`src/rtl/systolic_output_writeback.sv`:
```
// systolic_output_writeback
//
// Captures skewed per-column results from the systolic array, deskews them into a
// ROWS x COLS buffer and then streams one full matrix row per cycle into the output
// memory. A one-cycle done pulse tells the matmul controller the result is stored.
//
// Optional feature: define WPROXY_MERGE_EN to add proxy_output_bus,
// proxy_out_valid_bus and faulty_col_mask. Columns flagged in the mask (latched on an
// accepted start) are captured from the proxy bus instead of col_data_in/col_valid_in.
//
// Ports:
//   clk, rst            clock, asynchronous active-high reset
//   start               one-cycle pulse, accepted only in IDLE
//   base_addr           first output row address, latched on accepted start
//   col_data_in         column c result at [c*WORD_SIZE +: WORD_SIZE]
//   col_valid_in        per-column result valid
//   mem_addr            output memory address (holds last value when idle)
//   mem_wr_en           output memory write enable
//   mem_wr_data         row data, column 0 in the LSBs, zero padded
//   busy                high whenever the FSM is not in IDLE
//   done                one-cycle completion pulse
//   overflow_err        sticky, a valid arrived on an already full column
module systolic_output_writeback #(
  parameter int unsigned ROWS           = 4,
  parameter int unsigned COLS           = 4,
  parameter int unsigned WORD_SIZE      = 16,
  parameter int unsigned MEM_PORT_WIDTH = 64
) (
  input  logic                          clk,
  input  logic                          rst,
  input  logic                          start,
  input  logic [31:0]                   base_addr,
  input  logic [COLS*WORD_SIZE-1:0]     col_data_in,
  input  logic [COLS-1:0]               col_valid_in,
`ifdef WPROXY_MERGE_EN
  input  logic [COLS*WORD_SIZE-1:0]     proxy_output_bus,
  input  logic [COLS-1:0]               proxy_out_valid_bus,
  input  logic [COLS-1:0]               faulty_col_mask,
`endif
  output logic [31:0]                   mem_addr,
  output logic                          mem_wr_en,
  output logic [MEM_PORT_WIDTH-1:0]     mem_wr_data,
  output logic                          busy,
  output logic                          done,
  output logic                          overflow_err
);

  localparam int unsigned CntW  = $clog2(ROWS + 1);
  localparam int unsigned RowW  = (ROWS > 1) ? $clog2(ROWS) : 1;
  localparam int unsigned DataW = COLS * WORD_SIZE;

  localparam logic [CntW-1:0] FullCnt = CntW'(ROWS);
  localparam logic [RowW-1:0] LastRow = RowW'(ROWS - 1);

  typedef enum logic [1:0] {StIdle, StCollect, StWrite, StDone} state_e;

  state_e                state_q, state_d;
  logic [31:0]           base_q;
  logic [CntW-1:0]       col_cnt_q [COLS];
  logic [CntW-1:0]       col_cnt_d [COLS];
  logic [RowW-1:0]       wr_row_q, wr_row_d;
  logic                  overflow_q, overflow_d;
  logic [WORD_SIZE-1:0]  row_buf_q [ROWS][COLS];
  logic [31:0]           addr_hold_q;
  logic [MEM_PORT_WIDTH-1:0] data_hold_q;

  logic [DataW-1:0]      cap_data;
  logic [COLS-1:0]       cap_valid;
  logic [COLS-1:0]       cap_en;
  logic                  all_full;
  logic                  start_acc;
  logic [31:0]           cur_addr;
  logic [MEM_PORT_WIDTH-1:0] row_data;

  assign start_acc = start && (state_q == StIdle);

  // Source selection per column: proxy bus for columns flagged faulty at start.
`ifdef WPROXY_MERGE_EN
  logic [COLS-1:0] mask_q;

  always_ff @(posedge clk or posedge rst) begin
    if (rst) begin
      mask_q <= '0;
    end else if (start_acc) begin
      mask_q <= faulty_col_mask;
    end
  end

  always_comb begin
    cap_data  = col_data_in;
    cap_valid = col_valid_in;
    for (int c = 0; c < COLS; c++) begin
      if (mask_q[c]) begin
        cap_valid[c]                      = proxy_out_valid_bus[c];
        cap_data[c*WORD_SIZE +: WORD_SIZE] = proxy_output_bus[c*WORD_SIZE +: WORD_SIZE];
      end
    end
  end
`else
  assign cap_data  = col_data_in;
  assign cap_valid = col_valid_in;
`endif

  // Column counters, capture strobes and overflow detection.
  always_comb begin
    overflow_d = overflow_q;
    cap_en     = '0;
    all_full   = 1'b1;
    for (int c = 0; c < COLS; c++) begin
      col_cnt_d[c] = col_cnt_q[c];
    end
    if (start_acc) begin
      overflow_d = 1'b0;
      for (int c = 0; c < COLS; c++) begin
        col_cnt_d[c] = '0;
      end
    end else if (state_q == StCollect) begin
      for (int c = 0; c < COLS; c++) begin
        if (cap_valid[c]) begin
          if (col_cnt_q[c] != FullCnt) begin
            cap_en[c]    = 1'b1;
            col_cnt_d[c] = col_cnt_q[c] + CntW'(1);
          end else begin
            overflow_d = 1'b1;
          end
        end
      end
    end
    // Evaluated on next-state counts so the completing edge also moves to WRITE.
    for (int c = 0; c < COLS; c++) begin
      if (col_cnt_d[c] != FullCnt) begin
        all_full = 1'b0;
      end
    end
  end

  always_comb begin
    state_d  = state_q;
    wr_row_d = wr_row_q;
    unique case (state_q)
      StIdle: begin
        if (start) begin
          state_d = StCollect;
        end
      end
      StCollect: begin
        if (all_full) begin
          state_d  = StWrite;
          wr_row_d = '0;
        end
      end
      StWrite: begin
        if (wr_row_q == LastRow) begin
          state_d = StDone;
        end else begin
          wr_row_d = wr_row_q + RowW'(1);
        end
      end
      StDone: begin
        state_d = StIdle;
      end
      default: state_d = StIdle;
    endcase
  end

  always_ff @(posedge clk or posedge rst) begin
    if (rst) begin
      state_q    <= StIdle;
      base_q     <= '0;
      wr_row_q   <= '0;
      overflow_q <= 1'b0;
      for (int c = 0; c < COLS; c++) begin
        col_cnt_q[c] <= '0;
      end
    end else begin
      state_q    <= state_d;
      wr_row_q   <= wr_row_d;
      overflow_q <= overflow_d;
      if (start_acc) begin
        base_q <= base_addr;
      end
      for (int c = 0; c < COLS; c++) begin
        col_cnt_q[c] <= col_cnt_d[c];
      end
    end
  end

  // Result storage; every entry is rewritten before it is read, so no reset needed.
  always_ff @(posedge clk) begin
    for (int c = 0; c < COLS; c++) begin
      if (cap_en[c]) begin
        row_buf_q[col_cnt_q[c][RowW-1:0]][c] <= cap_data[c*WORD_SIZE +: WORD_SIZE];
      end
    end
  end

  always_comb begin
    row_data = '0;
    for (int c = 0; c < COLS; c++) begin
      row_data[c*WORD_SIZE +: WORD_SIZE] = row_buf_q[wr_row_q][c];
    end
  end

  assign cur_addr = base_q + 32'(wr_row_q);

  // Hold registers keep the memory bus stable between bursts.
  always_ff @(posedge clk or posedge rst) begin
    if (rst) begin
      addr_hold_q <= '0;
      data_hold_q <= '0;
    end else if (state_q == StWrite) begin
      addr_hold_q <= cur_addr;
      data_hold_q <= row_data;
    end
  end

  assign mem_wr_en    = (state_q == StWrite);
  assign mem_addr     = mem_wr_en ? cur_addr : addr_hold_q;
  assign mem_wr_data  = mem_wr_en ? row_data : data_hold_q;
  assign busy         = (state_q != StIdle);
  assign done         = (state_q == StDone);
  assign overflow_err = overflow_q;

endmodule

```
`config.mk`:
```
export PLATFORM = sky130hd
export DESIGN_NAME = systolic_output_writeback
export DESIGN_NICKNAME = d
export VERILOG_FILES = /design/src/rtl/systolic_output_writeback.sv
export SDC_FILE = /design/constraint.sdc
export NUM_CORES = 1
export LEC_CHECK = 0
export CAP_MARGIN = 20
export CORE_MARGIN = 2
export CORE_UTILIZATION = 52
export CTS_BUF_LIST = sky130_fd_sc_hd__clkbuf_4 sky130_fd_sc_hd__clkbuf_8
export CTS_CLUSTER_DIAMETER = 60
export DETAILED_ROUTE_END_ITERATION = 7
export MAX_ROUTING_LAYER = met4
export PLACE_DENSITY = 0.79
export SYNTH_ARGS = -nofsm -noshare
export SYNTH_HDL_FRONTEND = slang
export SYNTH_SLANG_ARGS = --single-unit
```
`constraint.sdc`:
```
create_clock -name clk -period 4.9 [get_ports clk]
set_input_delay 0.735 -clock clk [delete_from_list [all_inputs] [get_ports clk]]
set_output_delay 0.735 -clock clk [all_outputs]
set_load 0.01 [all_outputs]
```
==> results.txt <==
- The run finished with clean final reports.
- In this run, post-CTS hold repair placed 0 buffers.
* Total CTS buffers: 67
- Worst setup path class: flop to output pin
- Aggregate global routing overflow: 0
- Static leakage: 7.10 nW
* Share of synthesized flip-flops with an asynchronous set or reset: 36.2%
* Tightest Pin Transition: 1.04 ns
- Dividing the synthesized area by the synthesized cell count gives 17.7 um^2.
- Across every metal layer, demand over resource in global routing totals 20.8%.
- Post-DRT Antenna Nets: 0
* Net switching share of the total power: 30.4%
- Die H: 179 um
- The worst register-to-register path ends at row_buf_q[3][59]$_DFFE_PP_.
- Std cell rows: 64
* Slew headroom: 30.8%
- For this block, the via count after detailed routing is 8606.
* Warning count from the yosys run: 0
* Net switching power figure: 0.00377 W
- The first detailed-routing pass ran for 6 iterations.
- Final Instance Count excl. Fillers: 1593
- Non-Filler Cell Area, Final: 19800 um^2
- Yosys mapped a number of flops with a built-in enable equal to 256.
* CTS tree: done
- Of all nets on the critical path, the largest fanout is 38.
- Crit share post-route: 90.0%
- Library cell contributing the largest single delay on the critical path: sky130_fd_sc_hd__buf_4
- The net count of the finished layout is 1271.
* Fraction of power consumed by the clock network: 24.3%
* Count of maximum capacitance violations: 0
- Total clock sinks: 401
* DPL Wire Length: 19600 um
* Destination of the worst hold path: data_hold_q[55]$_DFF_PP0_
- In this design, the critical path's most frequently occurring cell is sky130_fd_sc_hd__buf_4.
- TNS Setup: 0 ns
* Vias per Instance: 5.40
* Total number of H-tree levels: 3
- Shortest period the worst path allows: 4.41 ns
- Clock tree synthesis selected as its root buffer the cell sky130_fd_sc_hd__clkbuf_8.
- Pin count of the biggest net entering global routing: 84
- Die Area: 32100 um^2
* Area post-placement: 18400 um^2
* Comb power frac: 37.4%
- Post-CTS repair timing setup buffer count: 0
- The worst setup path is launched from a flop.
- Sequential elements use 71.0% of the synthesized area.
- Insertion delay of the later-clocked pin in the worst-skew pair: 0.57 ns
- After detailed routing, the number of remaining DRC violations is 0.
- Most instantiated flip-flop cell in the synthesis netlist: sky130_fd_sc_hd__edfxtp_1
* Initial drt markers: 442
- Worst-case reg-to-reg path depth: 7
* Max-slew violation total from the final report: 0
- In the final layout, the share of cells above drive strength 1 is 25.5%.
- Worst setup slack after layout: 0.489 ns
- Per report_power, the sequential group accounts for 38.3% of the total.
- After technology mapping, the gate count stands at 901.
* Hold depth: 1
- Worst hold slack: 0.494 ns
* Internal power: 0.00864 W
- Number of distinct library cell variants in the gate-level netlist after synthesis: 50
- In this run the power density over the cells is 626 nW/um^2.
- The total area inside the core boundary comes to 30400 um^2.
- Port Buf Inserts: 202
* Peak supply drop: 497 uV
- Routed WL per cell: 20.0 um
- 203 I/O pins were placed.
* Origin of the critical flop-to-flop path: state_q[1]$_DFFE_PP0P_
- The worst hold path belongs to the class flop to flop.
- The final count of hold timing violations is 0.
- Mapped Nets: 1029
- Via count of the first global-routing pass: 9290
- Synthesis-to-finish area growth: 24.4%
- Number of antenna violations at the first check in global routing: 0
- Clock input transition at the sequential cells of the worst setup and hold paths: 0.06 ns
- Flop-to-flop setup slack: 1.86 ns
- The first global-routing pass estimated 49400 um of wire.
- The synthesized netlist occupies a cell area of 15900 um^2.
- Final setup violation count: 0
- The worst hold path begins at data_hold_q[55]$_DFF_PP0_.
* Synthesized flop and latch total: 401
- Once placement completed, the tool counted placed cells totaling 1470.
* Longest Clk Path Bufs: 3
- At the end of routability-driven placement, the weighted congestion stood at 0.783.
- Die width: 179 um
* Largest clock skew in the final design: 0.0357 ns
- Critical Path RT: 4.16 ns
- In the layout the commonest cells are sky130_fd_sc_hd__edfxtp_1 (256), sky130_fd_sc_hd__clkdlybuf4s50_1 (202), sky130_fd_sc_hd__dfrtp_1 (143).
- Most common cell after layout, fill and taps aside: sky130_fd_sc_hd__edfxtp_1
* Critical path's largest stage delay: 0.72 ns
- Drt total wl: 31800 um
- Static timing analysis puts the maximum clock frequency at 227 MHz.
* Setup repair after global routing missed its margin: false
* Cell breakdown of the critical path: buf_4 -> buf_4 -> mux4_2 -> mux2_2 -> clkdlybuf4s50_1
- Arrival time of data at the critical path endpoint: 3.68 ns
* Count of instances resized after the clock tree is built: 0
- For this configuration, the core starts out at a cell density of 52.4%.
- STA classifies the critical path endpoint as an output pin.
* Setup slack at placement: 0.956 ns
-- cell type report --
type | instances | area, um^2
clock inverters | 13 | 76.3
multi-input cells | 442 | 4420
diodes | 1 | 2.50
fillers | 2118 | 10600
flip-flops and latches | 401 | 11300
repair buffers | 211 | 2100
clock buffers | 109 | 1340
well taps | 396 | 495
inverters | 20 | 80.1
-- state kept, by name (all words and copies together) (netlist names) --
| register | flops |
|---|---|
| addr_hold_q | 32 |
| state_q | 2 |
| base_q | 32 |
| wr_row_q | 2 |
| overflow_err | 1 |
| row_buf_q | 256 |
| data_hold_q | 64 |
| col_cnt_q | 12 |
-- critical path: cells and delay by family, from the launching register on --
kind	cells	cell delay, ns
flip-flops	1	0.41
multiplexers	2	0.91
buffers and inverters	3	1.74
-- stage by stage --
stage | utilization (%) | total power [W]
2_1_floorplan | - | 0.00746
3_3_place_gp | 60.5 | 0.00939
3_5_place_dp | 60.5 | 0.00951
4_1_cts | 65.2 | 0.0126
5_1_grt | 65.2 | 0.0131
6_report | 65.2 | 0.0124
-- how the worst max path moves through the flow --
stage                                    end  cells after the start                    start
finish                       mem_wr_data[61]                      5  wr_row_q[0]$_DFFE_PP0P_
detailed placement           mem_wr_data[46]                      5  wr_row_q[0]$_DFFE_PP0P_
floorplan           addr_hold_q[0]$_DFF_PP0_                      1                      rst
global route                 mem_wr_data[61]                      5  wr_row_q[0]$_DFFE_PP0P_
CTS                          mem_wr_data[46]                      5  wr_row_q[0]$_DFFE_PP0P_
global placement             mem_wr_data[55]                      5  wr_row_q[0]$_DFFE_PP0P_
-- logic make-up (layout without fill, tap and decap cells) --
kind of cell,count (synthesis),after routing,synth area share (%)
flops,401,401,71.0
mux,162,162,15.9
simple gates,153,153,5.23
compound gates,69,69,2.64
buf+inv,58,353,1.43
xor+xnor,33,33,1.81
fa+ha+maj,25,25,2.01
other cells,0,1,0
-- cell usage after synthesis, types with 6 or more instances --
cell | instances | area (um^2)
sky130_fd_sc_hd__a21oi_1 | 40 | 200
sky130_fd_sc_hd__and2_1 | 19 | 119
sky130_fd_sc_hd__buf_1 | 8 | 30.0
sky130_fd_sc_hd__clkbuf_1 | 24 | 90.1
sky130_fd_sc_hd__dfrtp_1 | 145 | 3630
sky130_fd_sc_hd__edfxtp_1 | 256 | 7690
sky130_fd_sc_hd__ha_1 | 24 | 300
sky130_fd_sc_hd__inv_1 | 20 | 75.1
sky130_fd_sc_hd__mux2_2 | 94 | 1060
sky130_fd_sc_hd__mux4_2 | 64 | 1440
sky130_fd_sc_hd__nand2_1 | 26 | 97.6
sky130_fd_sc_hd__nand3_1 | 16 | 80.1
sky130_fd_sc_hd__nor2_1 | 48 | 180
sky130_fd_sc_hd__nor3_1 | 12 | 60.1
sky130_fd_sc_hd__o21ai_0 | 6 | 30.0
sky130_fd_sc_hd__xnor2_1 | 22 | 193
sky130_fd_sc_hd__xor2_1 | 11 | 96.3
-- power groups by stage --
stage / combinational [W] / clock (W) / sequential, W
after global placement: 0.00461 / 0 / 0.00478
after CTS: 0.00473 / 0.00309 / 0.00476
after global routing: 0.00505 / 0.00324 / 0.00484
after detailed placement: 0.00469 / 0 / 0.00482
final: 0.00464 / 0.00302 / 0.00475
after floorplan: 0.00275 / 0 / 0.00471
-- per-layer routing --
metal,share of wire [%],track usage [%],wire (um),up-vias
met5,0,-,0,-
met4,2.3,6.25,739,0
met3,5.0,3.75,1590,64
met2,50,34.6,16000,253
met1,42,26.3,13500,4364
li1,-,-,-,3925
(Power assumes the default switching activity.)
